### config.mk
export PLATFORM = sky130hd
export DESIGN_NAME = add_pipe_64b
export DESIGN_NICKNAME = d
export VERILOG_FILES = /design/src/rtl/add_pkg.sv /design/src/rtl/add_pipe_64b_adder_slice.sv /design/src/rtl/add_pipe_64b.sv
export SDC_FILE = /design/constraint.sdc
export NUM_CORES = 1
export LEC_CHECK = 0
export CORE_MARGIN = 3
export CORE_UTILIZATION = 50
export DETAILED_ROUTE_END_ITERATION = 8
export MAX_ROUTING_LAYER = met4
export PLACE_DENSITY_LB_ADDON = 0.3
export REMOVE_ABC_BUFFERS = 1
export SLEW_MARGIN = 10
export SYNTH_ARGS = -nofsm -noshare
export SYNTH_HDL_FRONTEND = slang
export SYNTH_SLANG_ARGS = --single-unit
### constraint.sdc
create_clock -name clk -period 19 [get_ports clk]
set_input_delay 1.9 -clock clk [delete_from_list [all_inputs] [get_ports clk]]
set_output_delay 1.9 -clock clk [all_outputs]
set_load 0.02 [all_outputs]
### src/rtl/add_pkg.sv
// Shared constants and stage-1 payload layout for the split-carry 64-bit adder.
package add_pkg;

    localparam int DATA_W = 64;
    localparam int HALF_W = DATA_W / 2;

    // Everything stage 2 needs to finish the upper half and compute overflow.
    typedef struct packed {
        logic [HALF_W-1:0] lo_sum;
        logic              c_mid;
        logic [HALF_W-1:0] a_hi;
        logic [HALF_W-1:0] bp_hi;
        logic              a_msb;
        logic              bp_msb;
    } s1_payload_t;

endpackage

### src/rtl/add_pipe_64b_adder_slice.sv
// Combinational W-bit ripple-carry adder; one slice per pipeline stage keeps
// each stage's carry path to half the word width.
module adder_slice #(
    parameter int W = 32
) (
    input  logic [W-1:0] a,
    input  logic [W-1:0] b,
    input  logic         cin,
    output logic [W-1:0] s,
    output logic         cout
);

    logic [W:0] c;

    assign c[0] = cin;

    for (genvar gi = 0; gi < W; gi++) begin : g_bit
        assign s[gi]   = a[gi] ^ b[gi] ^ c[gi];
        assign c[gi+1] = (a[gi] & b[gi]) | (c[gi] & (a[gi] ^ b[gi]));
    end

    assign cout = c[W];

endmodule

### src/rtl/add_pipe_64b.sv
// Two-stage pipelined adder/subtractor: low half + carry registered in stage 1,
// upper half completed in stage 2. Valid/ready on both sides, two-entry capacity.
module add_pipe_64b
    import add_pkg::*;
#(
    parameter int N = DATA_W
) (
    input  logic         clk,
    input  logic         rst_a,
    input  logic         in_valid,
    output logic         in_ready,
    input  logic [N-1:0] a,
    input  logic [N-1:0] b,
    input  logic         cin,
    input  logic         sub,
    output logic         out_valid,
    input  logic         out_ready,
    output logic [N-1:0] sum,
    output logic         cout,
    output logic         ovf
);

    localparam int H = N / 2;

    logic [N-1:0] bp;
    logic         c0;
    logic [H-1:0] lo_sum;
    logic         c_mid;
    logic [H-1:0] hi_sum;
    logic         hi_cout;
    logic         ovf_next;

    s1_payload_t  s1_next;
    s1_payload_t  s1_reg;
    logic         s1_valid_reg;

    logic [N-1:0] sum_reg;
    logic         cout_reg;
    logic         ovf_reg;
    logic         s2_valid_reg;

    logic         s1_adv;
    logic         s2_adv;

    // Subtract is A + ~B + 1; cin is ignored in that mode.
    assign bp = sub ? ~b : b;
    assign c0 = sub | cin;

    adder_slice #(.W(H)) u_lo (
        .a    (a[H-1:0]),
        .b    (bp[H-1:0]),
        .cin  (c0),
        .s    (lo_sum),
        .cout (c_mid)
    );

    always_comb begin
        s1_next        = '0;
        s1_next.lo_sum = lo_sum;
        s1_next.c_mid  = c_mid;
        s1_next.a_hi   = a[N-1:H];
        s1_next.bp_hi  = bp[N-1:H];
        s1_next.a_msb  = a[N-1];
        s1_next.bp_msb = bp[N-1];
    end

    adder_slice #(.W(H)) u_hi (
        .a    (s1_reg.a_hi),
        .b    (s1_reg.bp_hi),
        .cin  (s1_reg.c_mid),
        .s    (hi_sum),
        .cout (hi_cout)
    );

    assign ovf_next = (s1_reg.a_msb == s1_reg.bp_msb) && (hi_sum[H-1] != s1_reg.a_msb);

    // Stage 2 frees up whenever it drains, so out_ready reaches in_ready combinationally.
    assign s2_adv   = s1_valid_reg && (!s2_valid_reg || out_ready);
    assign in_ready = !s1_valid_reg || !s2_valid_reg || out_ready;
    assign s1_adv   = in_valid && in_ready;

    always_ff @(posedge clk) begin
        if (!rst_a) begin
            s1_reg       <= '0;
            s1_valid_reg <= 1'b0;
            sum_reg      <= '0;
            cout_reg     <= 1'b0;
            ovf_reg      <= 1'b0;
            s2_valid_reg <= 1'b0;
        end else begin
            if (s1_adv) begin
                s1_reg <= s1_next;
            end
            s1_valid_reg <= s1_adv || (s1_valid_reg && !s2_adv);

            if (s2_adv) begin
                sum_reg  <= {hi_sum, s1_reg.lo_sum};
                cout_reg <= hi_cout;
                ovf_reg  <= ovf_next;
            end
            s2_valid_reg <= s2_adv || (s2_valid_reg && !out_ready);
        end
    end

    assign out_valid = s2_valid_reg;
    assign sum       = sum_reg;
    assign cout      = cout_reg;
    assign ovf       = ovf_reg;

endmodule

# [Word level (Yosys, flattened, before mapping)]
# Index checks and enable logic that the tools add are counted.
[totals] word_cells=350 out_inout_bits=68 ff_bits=167 input_bits=134
[op_classes] n_reduce_logical=14 mux=1 bitwise_logic=322 eq_ne=2
[ops] cell="bitwise AND 1 bit" count=128
[ops] cell="bitwise XOR 1 bit" count=128
[ops] cell="OR 1 bit" count=65
[ops] cell="two-way mux 64 bit" count=1
[ops] cell="inverter 64 bit" count=1
[ops] cell="logical AND 1 bit" count=5
[ops] cell="logical OR 1 bit" count=5
[ops] cell="zero test 1 bit" count=4
[ops] cell="equality test 1 bit" count=1
[ops] cell="!= test 1 bit" count=1

# [Longest topological paths before layout]
# Gate-level depths: netlist of run 1.
[depth] ltp_word=67 ltp_mapped=40 ltp_nobuf=39

# [Cells and area by module]
# From an unflattened synthesis of run 1, not the netlist that was laid out.
[hier_totals] hier_cells=860 hier_area_um2=8279.2
[by_module_without_submodules] module="add_pipe_64b" seq_area_each_um2=3303.2 cells_each=776 area_per_inst_um2=6922.9 n_inst=1
[by_module_without_submodules] module="adder_slice" seq_area_each_um2=0.0 cells_each=42 area_per_inst_um2=678.2 n_inst=2

# [Worst setup path before layout of run 1]
# OpenSTA, ideal clock, no wires.
[synth_timing] path_type="input-to-reg" from="input sub" to="register s1_reg[98] in the netlist's numbering" setup_ps=121 arrival_ps=14304 slack_ps=4576 cell_stages=39 path_buffers=2 t_required_ps=18879 path_cell_list="buf_2 > buf_2 > xnor2_1 > fa_1 > fa_1 > fa_1 > fa_1 > fa_1 > fa_1 > fa_1 > fa_1 > fa_1 > fa_1 > fa_1 > fa_1 > fa_1 > fa_1 > fa_1 > [... 3 more ...] > fa_1 > fa_1 > fa_1 > fa_1 > fa_1 > fa_1 > fa_1 > fa_1 > fa_1 > fa_1 > fa_1 > fa_1 > fa_1 > fa_1 > inv_1 > fa_1 > nand2_1 > mux2i_1"
[synth_between] elab_chain_len=65 word_cells_on_any_way=128 cone_classes="mux: 1; bitwise: 127"
[synth_lines] item="start: declaration" line="add_pipe_64b.sv:15" rtl="input logic sub,"
[synth_lines] item="two-way mux 64 bit" line="add_pipe_64b.sv:46" rtl="assign bp = sub ? ~b : b;"
[synth_lines] item="bitwise XOR 1 bit" line="add_pipe_64b_adder_slice.sv:19" rtl="assign c[gi+1] = (a[gi] & b[gi]) | (c[gi] & (a[gi] ^ b[gi]));"
[synth_lines] item="bitwise AND 1 bit" line="add_pipe_64b_adder_slice.sv:19"
[synth_lines] item="OR 1 bit" line="add_pipe_64b_adder_slice.sv:19"
[synth_lines] item="bitwise AND 1 bit" line="add_pipe_64b_adder_slice.sv:19"
[synth_lines] item="OR 1 bit" line="add_pipe_64b_adder_slice.sv:19"
[synth_lines] item="bitwise AND 1 bit" line="add_pipe_64b_adder_slice.sv:19"
[synth_lines] item="OR 1 bit" line="add_pipe_64b_adder_slice.sv:19"
[synth_lines] item="[... 50 more ...]"
[synth_lines] item="bitwise AND 1 bit" line="add_pipe_64b_adder_slice.sv:19"
[synth_lines] item="OR 1 bit" line="add_pipe_64b_adder_slice.sv:19"
[synth_lines] item="bitwise AND 1 bit" line="add_pipe_64b_adder_slice.sv:19"
[synth_lines] item="OR 1 bit" line="add_pipe_64b_adder_slice.sv:19"
[synth_lines] item="bitwise AND 1 bit" line="add_pipe_64b_adder_slice.sv:19"
[synth_lines] item="OR 1 bit" line="add_pipe_64b_adder_slice.sv:19"
[synth_lines] item="bitwise XOR 1 bit *" line="add_pipe_64b_adder_slice.sv:18" rtl="assign s[gi] = a[gi] ^ b[gi] ^ c[gi];"
[synth_lines] item="via lo_sum[31]" line="add_pipe_64b.sv:27" rtl="logic [H-1:0] lo_sum;"
[synth_lines] item="end signal: assignment" line="add_pipe_64b.sv:92" rtl="s1_reg <= s1_next;"
[synth_lines] item="end: declaration" line="add_pipe_64b.sv:34" rtl="s1_payload_t s1_reg;"
# Mark *: on every way through the listed nets, which the timed path passes. The rest lies on a longest branch.
# A chain may end at the register's enable or synchronous reset.

# [Worst setup path after layout of run 1]
[layout_timing] from="input b[0]" to="register s1_reg[98] in the netlist's numbering"
[layout_between] elab_chain_len=66 word_cells_on_any_way=67 cone_classes="mux: 1; bitwise: 66"
[layout_lines] item="start: declaration" line="add_pipe_64b.sv:13" rtl="input logic [N-1:0] b,"
[layout_lines] item="inverter 64 bit" line="add_pipe_64b.sv:46"
[layout_lines] item="two-way mux 64 bit *" line="add_pipe_64b.sv:46"
[layout_lines] item="bitwise XOR 1 bit" line="add_pipe_64b_adder_slice.sv:19"
[layout_lines] item="bitwise AND 1 bit" line="add_pipe_64b_adder_slice.sv:19"
[layout_lines] item="OR 1 bit *" line="add_pipe_64b_adder_slice.sv:19"
[layout_lines] item="bitwise AND 1 bit *" line="add_pipe_64b_adder_slice.sv:19"
[layout_lines] item="OR 1 bit *" line="add_pipe_64b_adder_slice.sv:19"
[layout_lines] item="bitwise AND 1 bit *" line="add_pipe_64b_adder_slice.sv:19"
[layout_lines] item="[... 51 more ...]"
[layout_lines] item="bitwise AND 1 bit *" line="add_pipe_64b_adder_slice.sv:19"
[layout_lines] item="OR 1 bit *" line="add_pipe_64b_adder_slice.sv:19"
[layout_lines] item="bitwise AND 1 bit *" line="add_pipe_64b_adder_slice.sv:19"
[layout_lines] item="OR 1 bit *" line="add_pipe_64b_adder_slice.sv:19"
[layout_lines] item="bitwise AND 1 bit *" line="add_pipe_64b_adder_slice.sv:19"
[layout_lines] item="OR 1 bit *" line="add_pipe_64b_adder_slice.sv:19"
[layout_lines] item="bitwise XOR 1 bit *" line="add_pipe_64b_adder_slice.sv:18"
[layout_lines] item="via lo_sum[31]" line="add_pipe_64b.sv:27"
# Marks and branches as above.

==> results of run 1 <==
logic make-up after synthesis:
family	Yosys count
AOI/OAI and AO/OA	224
and+or+nand+nor	173
DFF	165
buffers and inverters	124
xor gates and xnor gates	65
adders and majority gates	65
muxes	36
routing by layer:
metal	wire length, um	part of all wire	global-route usage
met1	9130	0.42	0.307
met5	0	0	-
met2	10400	0.49	0.403
met4	232	0.011	0.0690
met3	1700	0.079	0.0690
cell usage in the layout, fill, tap and decap left out, types with 2 or more instances in the layout:
master,n
a211oi_1,32
a21oi_1,96
buf_4,12
bufinv_16,3
clkbuf_1,3
clkbuf_16,17
clkbuf_8,2
clkdlybuf4s50_1,198
clkinv_4,3
clkinvlp_4,3
dfxtp_1,164
fa_1,64
inv_1,41
mux2i_1,36
nand2_1,73
nand3_1,93
nand4_1,2
o211a_1,30
o21ai_0,62
o31ai_1,2
xnor2_1,60
xor2_1,5
per-stage QoR:
step	utilization	total power [mW]	cell area, sq um	setup WS, ns
final	0.676	0.916	10800	4.16
after global routing	0.676	0.957	10800	3.79
after CTS	0.676	0.923	10800	4.14
after detailed placement	0.638	0.568	10200	3.67
after global placement	0.638	0.562	10200	3.96
after floorplan	-	0.486	7840	4.73
layout make-up:
cell class	count	area (sq um)
clock inverter	10	148
multi-input combinational	563	4390
timing repair buffer	211	2080
tap	216	270
clock buffer	22	464
antenna	1	2.50
fill	1314	5180
inverter	43	163
sequential	165	3300
worst register-to-register path: cells and delay by family (launching register included):
kind	cells	cell delay, ns
adders and majority gates	32	12.57
and+or+nand+nor	1	0.10
AOI/OAI and AO/OA	1	0.25
DFF	1	0.33
buffers and inverters	3	0.21
xor gates and xnor gates	1	0.19
worst max path at each step:
stage                                    endpoint  slack, ns  cells after the start
final                     s1_reg[98]$_SDFFE_PN0P_       4.16                     40
after global routing      s1_reg[98]$_SDFFE_PN0P_       3.79                     40
after CTS                 s1_reg[98]$_SDFFE_PN0P_       4.14                     40
after detailed placement  s1_reg[98]$_SDFFE_PN0P_       3.67                     40
after global placement    s1_reg[98]$_SDFFE_PN0P_       3.96                     40
after floorplan           s1_reg[98]$_SDFFE_PN0P_       4.73                     39
power breakdown:
group / switching [mW] / internal, mW
Sequential: 0.0164 / 0.372
Clock: 0.141 / 0.215
Combinational: 0.0852 / 0.0858
==> metrics.csv, run 1 <==
metric,value,unit
min_to,s1_reg[98]$_SDFFE_PN0P_,
wire_per_inst,17.5,um
timing.hold.ws,0.458,ns
outcome,"finished, final reports clean",
clkTransAtPathRegs,0.06,ns
path_common_cell,fa_1,
hold_class,flop to flop,
finalWeightedCongestion,0.783,
drc_errors,0,
startpoint,b[0],
synth-seq-cells,165,
cp_slowest_stage_delay,0.47,ns
ys_seq_area_frac,0.402,
worstSetupPathType,primary input to flop,
stdcell_count,1231,
core,16000,sq um
start_util,0.514,
die_w,134,um
setup_viol,0,
maxCapViolCount,0,
grt-ovfl-total,0,
cts_tree,built,
grt_usage,0.248,
clockRootBuffer,clkbuf_16,
avgSynthCellArea,9.65,sq um
synth_cells,852,
synth_edf_count,0,
vias_per_cell,5.44,
yosys.area.top_type_share,0.402,
dpl.hpwl,13200,um
fin_skew,0.00950,ns
row_count,46,
slew_violations,0,
antenna_found_initial,1,
synth_area_leaders,"dfxtp_1 40%, fa_1 16%, xnor2_1 6.4%, a21oi_1 5.8%, nand3_1 5.7%",
h-tree-depth,4,
yosys-mux-area-fraction,0.0438,
routed_wl,21500,um
critical_path.startpoint_type,primary input,
fin_nets,1200,
critPathSlowestCell,clkdlybuf4s50_1,
cp_top_family,adder cells,
cts.sinks,165,
synthXorXnorAreaFrac,0.0693,
fin_crit_sh,0.781,
whs_path_depth,2,
critPathRequiredTime,19.30,ns
r2r_start,s1_reg[2]$_SDFFE_PN0P_,
top_level_ports,202,
yosysWarnings,0,
pwr_density_cell,84.7,nW/um^2
critPathBufInv,5,
firstDrtPassIters,5,
leakagePower,4.35,nW
io_buffer_count,201,
cts_hold_buf,0,
period_needed,14.84,ns
slew_headroom,0.257,
first_global_vias,6801,
async_reset_ff_frac,0,
antenna_left,0,
crit_path_end_kind,flop,
die-area,18000,sq um
yosys.area.top_type,dfxtp_1,
num_vias,6694,
synthAdderAreaFrac,0.157,
hp-start,s1_reg[98]$_SDFFE_PN0P_,
r2r_cells,38,
synth_compound_area_frac,0.167,
rrSetupSlack,5.28,ns
synth_top_family_by_area,compound AO/OA/AOI/OAI gates,
area_growth,31.6,%
final-hold-violation-count,0,
rsz0062_at_grt,no,
worst_pin_slew,1.11,ns
layout-drive-gt1-share,0.0483,
dp_cells,1198,
cts_buffer_depth,2,
drt_iter0_drc,424,
clkLatencyLatePin,0.42,ns
ir_worst_vdd,0.0625,mV
grt_max_degree,100,
cts_resized,0,
yosys.area_share.simple,0.0951,
syn-cell-area,8220,sq um
synth.most_common_cell,dfxtp_1,
grt_pass1_wl,34700,um
die_y,134,um
cp.arrival,15.14,ns
post-cts-setup-buffer-count,0,
crit_fanout,1,
fmax,67.4,MHz
ys_dominant_reg_cell,dfxtp_1,
timing.rr.end,ovf$_SDFFE_PN0P_,
largest_reg_flops,97,
ys_types,29,
synth_commonest_cells,"165 x dfxtp_1, 96 x a21oi_1, 93 x nand3_1",
final.setup.tns,0,ns
numCtsBuffers,17,
No activity file was read; power rests on OpenSTA's default activity.
==> run 2, diff against run 1 <==
--- a/config.mk
+++ b/config.mk
@@ -6,7 +6,7 @@
 export NUM_CORES = 1
 export LEC_CHECK = 0
 export CORE_MARGIN = 3
-export CORE_UTILIZATION = 50
+export CORE_UTILIZATION = 45
 export DETAILED_ROUTE_END_ITERATION = 8
 export MAX_ROUTING_LAYER = met4
 export PLACE_DENSITY_LB_ADDON = 0.3
==> constraint.sdc (replaced) <==
create_clock -name clk -period 13.5 [get_ports clk]
set_input_delay 1.35 -clock clk [delete_from_list [all_inputs] [get_ports clk]]
set_output_delay 1.35 -clock clk [all_outputs]
set_load 0.02 [all_outputs]
==> run 2 against run 1 <==
Compared with the run above: clock power increased by 35%; critical path depth unchanged; core utilization decreased by 5.7 points; setup slack got worse by 3.8 ns; sequential share of layout area decreased by 0.22 points; count of clock-buffer cells in the layout decreased by 3; largest cell class unchanged; largest power group unchanged.
==> metrics.csv, run 2 (same netlist as run 1, synthesis figures left out) <==
metric,value,unit,change
final.setup.tns,0,ns,unchanged
cp_top_family,adder cells,,unchanged
layout_common_cells,"198 x clkdlybuf4s50_1, 164 x dfxtp_1, 96 x a21oi_1",,unchanged
rrSetupSlack,0.42,ns,was 5.28 ns
hold_class,flop to flop,,unchanged
path_common_cell,fa_2,,was fa_1
final_common_cell,clkdlybuf4s50_1,,unchanged
maxCapViolCount,0,,unchanged
grt_usage,0.220,,was 0.248
grt-busiest-layer,met2,,unchanged
r2r_start,s1_reg[2]$_SDFFE_PN0P_,,unchanged
setup_slack,0.367,ns,was 4.16 ns
cts.sinks,165,,unchanged
slew_headroom,0.165,,was 0.257
antenna_found_initial,0,,was 1
layout-drive-gt1-share,0.0877,,was 0.0483
drc_errors,0,,unchanged
die_w,141,um,was 134 um
slew_violations,0,,unchanged
fill_cells,1518,,was 1314
core,17600,sq um,was 16000 sq um
routed_wl,21400,um,was 21500 um
firstDrtPassIters,4,,was 5
outcome,"finished, final reports clean",,unchanged
cts_tree,built,,unchanged
io_buffer_count,201,,unchanged
setup_viol,0,,unchanged
finalWeightedCongestion,0.780,,was 0.783
critPathRequiredTime,13.77,ns,was 19.30 ns
cts_buffer_depth,2,,unchanged
r2r_cells,38,,unchanged
clkTransAtPathRegs,0.07,ns,was 0.06 ns
drt_iter0_drc,236,,was 424
h-tree-depth,4,,unchanged
num_vias,6618,,was 6694
worstSetupPathType,primary input to flop,,unchanged
vias_per_cell,5.34,,was 5.44
cp_slowest_stage_delay,0.47,ns,about the same
crit_fanout,1,,unchanged
met1_usage,0.279,,was 0.307
wire_per_inst,17.3,um,was 17.5 um
die-area,19900,sq um,was 18000 sq um
die_y,141,um,was 134 um
clockRootBuffer,clkbuf_16,,unchanged
dpl.hpwl,13500,um,was 13200 um
largest_reg_flops,97,,unchanged
ir_worst_vdd,0.0876,mV,was 0.0625 mV
diodes,0,,was 1
crit_path_end_kind,flop,,unchanged
clkLatencyLatePin,0.42,ns,about the same
final-hold-violation-count,0,,unchanged
critPathBufInv,5,,unchanged
start_util,0.467,,was 0.514
area_growth,32.6,%,was 31.6%
fin_skew,0.0138,ns,was 0.00950 ns
period_needed,13.13,ns,
startpoint,b[0],,unchanged
min_to,sum[27]$_SDFFE_PN0P_,,was s1_reg[98]$_SDFFE_PN0P_
fin_crit_sh,0.973,,
fmax,76.1,MHz,
grt_pass1_wl,34400,um,was 34700 um
first_global_vias,6628,,was 6801
critPathSlowestCell,clkdlybuf4s50_1,,unchanged
rsz0062_at_grt,no,,unchanged
worst_pin_slew,1.25,ns,was 1.11 ns
critical_path.startpoint_type,primary input,,unchanged
timing.rr.end,ovf$_SDFFE_PN0P_,,unchanged
whs_path_depth,2,,unchanged
numCtsBuffers,17,,unchanged
fin_nets,1201,,was 1200
row_count,48,,was 46
power.total,1.27,mW,was 916 uW
antenna_left,0,,unchanged
dp_slack,-1.24,ns,was 3.67 ns
hp-start,s1_reg[94]$_SDFFE_PN0P_,,was s1_reg[98]$_SDFFE_PN0P_
seqCellArea,3300,sq um,unchanged
multi_input_comb_area,4480,sq um,was 4390 sq um
use_met3,0.0444,,was 0.0690
leakagePower,4.30,nW,was 4.35 nW
grt-ovfl-total,0,,unchanged
grt_use_met2,0.368,,was 0.403
cp.arrival,13.40,ns,was 15.14 ns
top_level_ports,202,,unchanged
pwr_density_cell,117,nW/um^2,was 84.7 nW/um^2
grt_max_degree,66,,was 100
## run 2: report_power, final
group          internal (mW)  switching [mW]  leakage [nW]
clock network          0.275           0.206         0.276
logic                  0.124           0.119          2.67
registers              0.524          0.0256          1.36
total                  0.924           0.351          4.30
## run 2: worst register-to-register path, delay by kind of cell, from the launching register on
family	cells	cell delay, ns
adder cells (fa/ha/maj)	32	11.99
XOR/XNOR	1	0.15
flip-flops	1	0.32
AND/OR/NAND/NOR	1	0.08
buffers and inverters	3	0.22
AO/OA/AOI/OAI	1	0.25
## run 2: layout make-up
| class | count | area share |
|---|---|---|
| clock buffer | 19 | 0.0397 |
| inverter | 43 | 0.0149 |
| timing repair buffer | 212 | 0.191 |
| multi-input combinational | 563 | 0.411 |
| sequential | 165 | 0.303 |
| clock inverter | 13 | 0.0136 |
| tap | 225 | 0.0258 |
## run 2: per-stage QoR
stage          utilization  instances  hold slack, ns  instance area (sq um)
2_1_floorplan            -        771           0.435                   7840
3_5_place_dp         0.581       1208           0.451                  10200
6_report             0.619       1240           0.461                  10900
3_3_place_gp         0.581       1208           0.443                  10200
4_1_cts              0.617       1240           0.462                  10900
5_1_grt              0.619       1240           0.481                  10900
## run 2: per-layer routing
| layer | part of all wire | wire length (um) |
|---|---|---|
| met3 | 0.064 | 1370 |
| met5 | 0 | 0 |
| met4 | 0.010 | 221 |
| met2 | 0.50 | 10800 |
| met1 | 0.42 | 9030 |
## run 2: worst max-delay path by stage
stage,endpoint,slack [ns],cells past startpoint
2_1_floorplan,s1_reg[98]$_SDFFE_PN0P_,-0.22,39
3_3_place_gp,s1_reg[98]$_SDFFE_PN0P_,-1.07,40
3_5_place_dp,s1_reg[98]$_SDFFE_PN0P_,-1.24,40
4_1_cts,ovf$_SDFFE_PN0P_,0.006,38
5_1_grt,s1_reg[98]$_SDFFE_PN0P_,0.02,40
6_report,s1_reg[98]$_SDFFE_PN0P_,0.37,40
## run 2: repair_timing
item / in CTS / in global routing
pin swaps: 3 / 5
resized for setup: 24 / 14
buffers inserted: 0 / 0
endpoints found under the setup margin: 5 / 4
hold buffers: 0 / 0
==> run 3, diff against run 2 <==
--- a/config.mk
+++ b/config.mk
@@ -8,10 +8,12 @@
 export CORE_MARGIN = 3
 export CORE_UTILIZATION = 45
 export DETAILED_ROUTE_END_ITERATION = 8
+export GPL_ROUTABILITY_DRIVEN = 0
 export MAX_ROUTING_LAYER = met4
 export PLACE_DENSITY_LB_ADDON = 0.3
 export REMOVE_ABC_BUFFERS = 1
 export SLEW_MARGIN = 10
 export SYNTH_ARGS = -nofsm -noshare
 export SYNTH_HDL_FRONTEND = slang
+export SYNTH_HIERARCHICAL = 1
 export SYNTH_SLANG_ARGS = --single-unit
==> run 3 against run 2 <==
Compared with the run above: clock power grew 9.1%; hold slack got worse by 0.0037 ns; combinational power up 2%; final cell count up 0.81%; register-to-register slack worse by 0.08 ns; flip-flop and latch count unchanged; setup slack got worse by 0.11 ns; maximum frequency decreased by 0.83%; sequential share of layout area is 0.36 points lower; final area increased by 1.3%; highest routed layer unchanged.
==> metrics.csv, run 3 <==
metric,value,unit,change
outcome,"finished, final reports clean",,unchanged
worst_pin_slew,1.22,ns,was 1.25 ns
diodes,0,,unchanged
die_y,142,um,was 141 um
final-hold-violation-count,0,,unchanged
final_common_cell,clkdlybuf4s50_1,,unchanged
clkTransAtPathRegs,0.06,ns,was 0.07 ns
avgSynthCellArea,9.63,sq um,was 9.65 sq um
grt-ovfl-total,0,,unchanged
cp.arrival,13.59,ns,was 13.40 ns
pwr-share-comb,0.187,,was 0.191
worstSetupPathType,primary input to flop,,unchanged
rrSetupSlack,0.34,ns,was 0.42 ns
synth-seq-cells,165,,unchanged
area_growth,33.3,%,was 32.6%
die-area,20100,sq um,was 19900 sq um
layout_common_cells,"198 x clkdlybuf4s50_1, 164 x dfxtp_1, 130 x nand2_1",,"was 198 x clkdlybuf4s50_1, 164 x dfxtp_1, 96 x a21oi_1"
num_vias,6542,,was 6618
cp_slowest_stage_delay,0.40,ns,was 0.47 ns
maxCapViolCount,0,,unchanged
post-cts-setup-buffer-count,0,,unchanged
ys_dominant_reg_cell,dfxtp_1,,unchanged
critPathSlowestCell,fa_1,,was clkdlybuf4s50_1
syn-cell-area,8280,sq um,was 8220 sq um
critPathRequiredTime,13.84,ns,was 13.77 ns
switchingPower,350,uW,was 351 uW
synthAdderAreaFrac,0.155,,was 0.157
setup_viol,0,,unchanged
ys_types,29,,unchanged
p_int,979,uW,was 924 uW
wire_per_inst,17.1,um,was 17.3 um
dpl-instance-area,10300,sq um,was 10200 sq um
synth_compound_area_frac,0.120,,was 0.167
ys_seq_area_frac,0.399,,was 0.402
io_buffer_count,201,,unchanged
synth_area_leaders,"dfxtp_1 40%, fa_1 15%, mux2i_1 7.9%, nand2_1 5.9%, nand3_1 5.8%",,"was dfxtp_1 40%, fa_1 16%, xnor2_1 6.4%, a21oi_1 5.8%, nand3_1 5.7%"
start_util,0.469,,was 0.467
grt_max_degree,87,,was 66
synth.most_common_cell,dfxtp_1,,unchanged
r2r_start,s1_reg[34]$_SDFFE_PN0P_,,was s1_reg[2]$_SDFFE_PN0P_
grt_usage,0.220,,about the same
finalInstanceArea,11000,sq um,was 10900 sq um
power.total,1.33,mW,was 1.27 mW
cts_buffer_depth,2,,unchanged
hp-start,s1_reg[85]$_SDFFE_PN0P_,,was s1_reg[94]$_SDFFE_PN0P_
async_reset_ff_frac,0,,unchanged
period_needed,13.24,ns,was 13.13 ns
yosys.area_share.simple,0.124,,was 0.0951
yosysWarnings,6,,was 0
largest_reg_flops,97,,unchanged
swShare,0.263,,was 0.275
layout-drive-gt1-share,0.0917,,was 0.0877
die_w,142,um,was 141 um
clockRootBuffer,clkbuf_16,,unchanged
synth_edf_count,0,,unchanged
min_to,s1_reg[85]$_SDFFE_PN0P_,,was sum[27]$_SDFFE_PN0P_
routed_wl,21400,um,about the same
hold_class,flop to flop,,unchanged
core,17700,sq um,was 17600 sq um
crit_path_end_kind,flop,,unchanged
antenna_found_initial,0,,unchanged
antenna_left,0,,unchanged
grt_pass1_wl,34300,um,was 34400 um
cts_hold_buf,0,,unchanged
cts_tree,built,,unchanged
yosys.area.top_type_share,0.399,,was 0.402
drc_errors,0,,unchanged
r2r_cells,39,,was 38
path_common_cell,fa_2,,unchanged
whs_path_depth,2,,unchanged
slew_headroom,0.186,,was 0.165
clkLatencyLatePin,0.42,ns,about the same
timing.rr.end,ovf$_SDFFE_PN0P_,,unchanged
power_frac_clock,0.396,,was 0.378
slew_violations,0,,unchanged
startpoint,cin,,was b[0]
fin_skew,0.00695,ns,was 0.0138 ns
seq_power_share,0.418,,was 0.431
ir_worst_vdd,0.0894,mV,was 0.0876 mV
fin_nets,1210,,was 1201
critical_path.startpoint_type,primary input,,unchanged
yosys.area.top_type,dfxtp_1,,unchanged
first_global_vias,6891,,was 6628
drt_iter0_drc,302,,was 236
fin_crit_sh,0.981,,was 0.973
crit_fanout,1,,unchanged
vias_per_cell,5.23,,was 5.34
synth_top_family_by_area,adder cells,,was compound AO/OA/AOI/OAI gates
dpl.hpwl,12800,um,was 13500 um
h-tree-depth,4,,unchanged
synth_commonest_cells,"165 x dfxtp_1, 130 x nand2_1, 96 x nand3_1",,"was 165 x dfxtp_1, 96 x a21oi_1, 93 x nand3_1"
cp_top_family,adder cells,,unchanged
pwr_density_cell,120,nW/um^2,was 117 nW/um^2
fmax,75.5,MHz,was 76.1 MHz
firstDrtPassIters,5,,was 4
numCtsBuffers,17,,unchanged
synth_cells,860,,was 852
top_level_ports,202,,unchanged
critPathBufInv,5,,unchanged
row_count,48,,unchanged
utilization,0.625,,was 0.619
cts.sinks,165,,unchanged
yosys-mux-area-fraction,0.0786,,was 0.0438
synthXorXnorAreaFrac,0.0677,,was 0.0693
leakagePower,4.47,nW,was 4.30 nW
==> run 3: cell count changes in the layout (fill, tap and decap cells not counted), moves of 3 or more <==
cell,delta
o21ai_1,+7
inv_1,-21
a21oi_1,-27
a211oi_1,-31
clkbuf_8,+3
mux2i_1,+29
o21ai_0,-4
fa_1,-4
xnor2_1,-28
fa_2,+4
xor2_1,+27
nand2_1,+57
nand3_1,+3
==> run 3: layer usage <==
metal	vias to the layer above	GRT usage	wire length [um]
li1	3182	-	-
met3	14	0.0401	1110
met2	180	0.373	10600
met1	3166	0.276	9510
met5	-	-	0
met4	0	0.0475	175
==> run 3: how the worst max path moves through the flow <==
stage                                    to  slack, ns  cells after the start
finish              s1_reg[98]$_SDFFE_PN0P_       0.26                     40
global route        s1_reg[98]$_SDFFE_PN0P_      -0.02                     40
CTS                 s1_reg[98]$_SDFFE_PN0P_       0.02                     40
detailed placement  s1_reg[98]$_SDFFE_PN0P_      -1.37                     40
global placement    s1_reg[98]$_SDFFE_PN0P_      -1.15                     40
floorplan           s1_reg[98]$_SDFFE_PN0P_      -0.47                     39
==> run 3: what timing repair did <==
item / 4_1_cts / 5_1_grt
hold endpoints to repair: 0 / 0
gates resized for setup: 29 / 13
pin swaps: 0 / 0
endpoints found under the setup margin: 6 / 4
==> run 3: metrics by stage <==
| stage | hold slack, ns | cells | TNS, ns | setup slack (ns) |
|---|---|---|---|---|
| floorplan | 0.435 | 782 | -0.991 | -0.472 |
| global placement | 0.442 | 1218 | -3.54 | -1.15 |
| detailed placement | 0.447 | 1218 | -4.67 | -1.37 |
| CTS | 0.460 | 1250 | 0 | 0.0189 |
| global route | 0.473 | 1250 | -0.0156 | -0.0156 |
| finish | 0.457 | 1250 | 0 | 0.257 |
==> run 3: kinds of logic after synthesis <==
kind of cell / count (synthesis)
AOI/OAI and AO/OA: 167
DFF: 165
buffers and inverters: 101
and+or+nand+nor: 234
xor gates and xnor gates: 64
muxes: 65
adders and majority gates: 64
==> run 3: final cells by class <==
type,instances,area (sq um)
clock buffers,21,470
clock inverters,11,173
fillers,1524,6620
inverters,23,86.3
multi-input cells,594,4640
flip-flops and latches,165,3310
well taps,225,282
repair buffers,211,2080
==> run 3: power groups by stage <==
stage | clock network (mW) | logic, mW | registers [mW]
2_1_floorplan | 0 | 0.120 | 0.571
3_3_place_gp | 0 | 0.237 | 0.564
3_5_place_dp | 0 | 0.240 | 0.565
4_1_cts | 0.535 | 0.247 | 0.555
5_1_grt | 0.556 | 0.277 | 0.560
6_report | 0.526 | 0.248 | 0.555
==> run 3: worst register-to-register path: cells and delay by family, from the launching register on <==
kind | cells | cell delay (ns)
flip-flops | 1 | 0.32
AND/OR/NAND/NOR | 3 | 0.47
adder cells (fa/ha/maj) | 32 | 11.92
buffers and inverters | 4 | 0.31
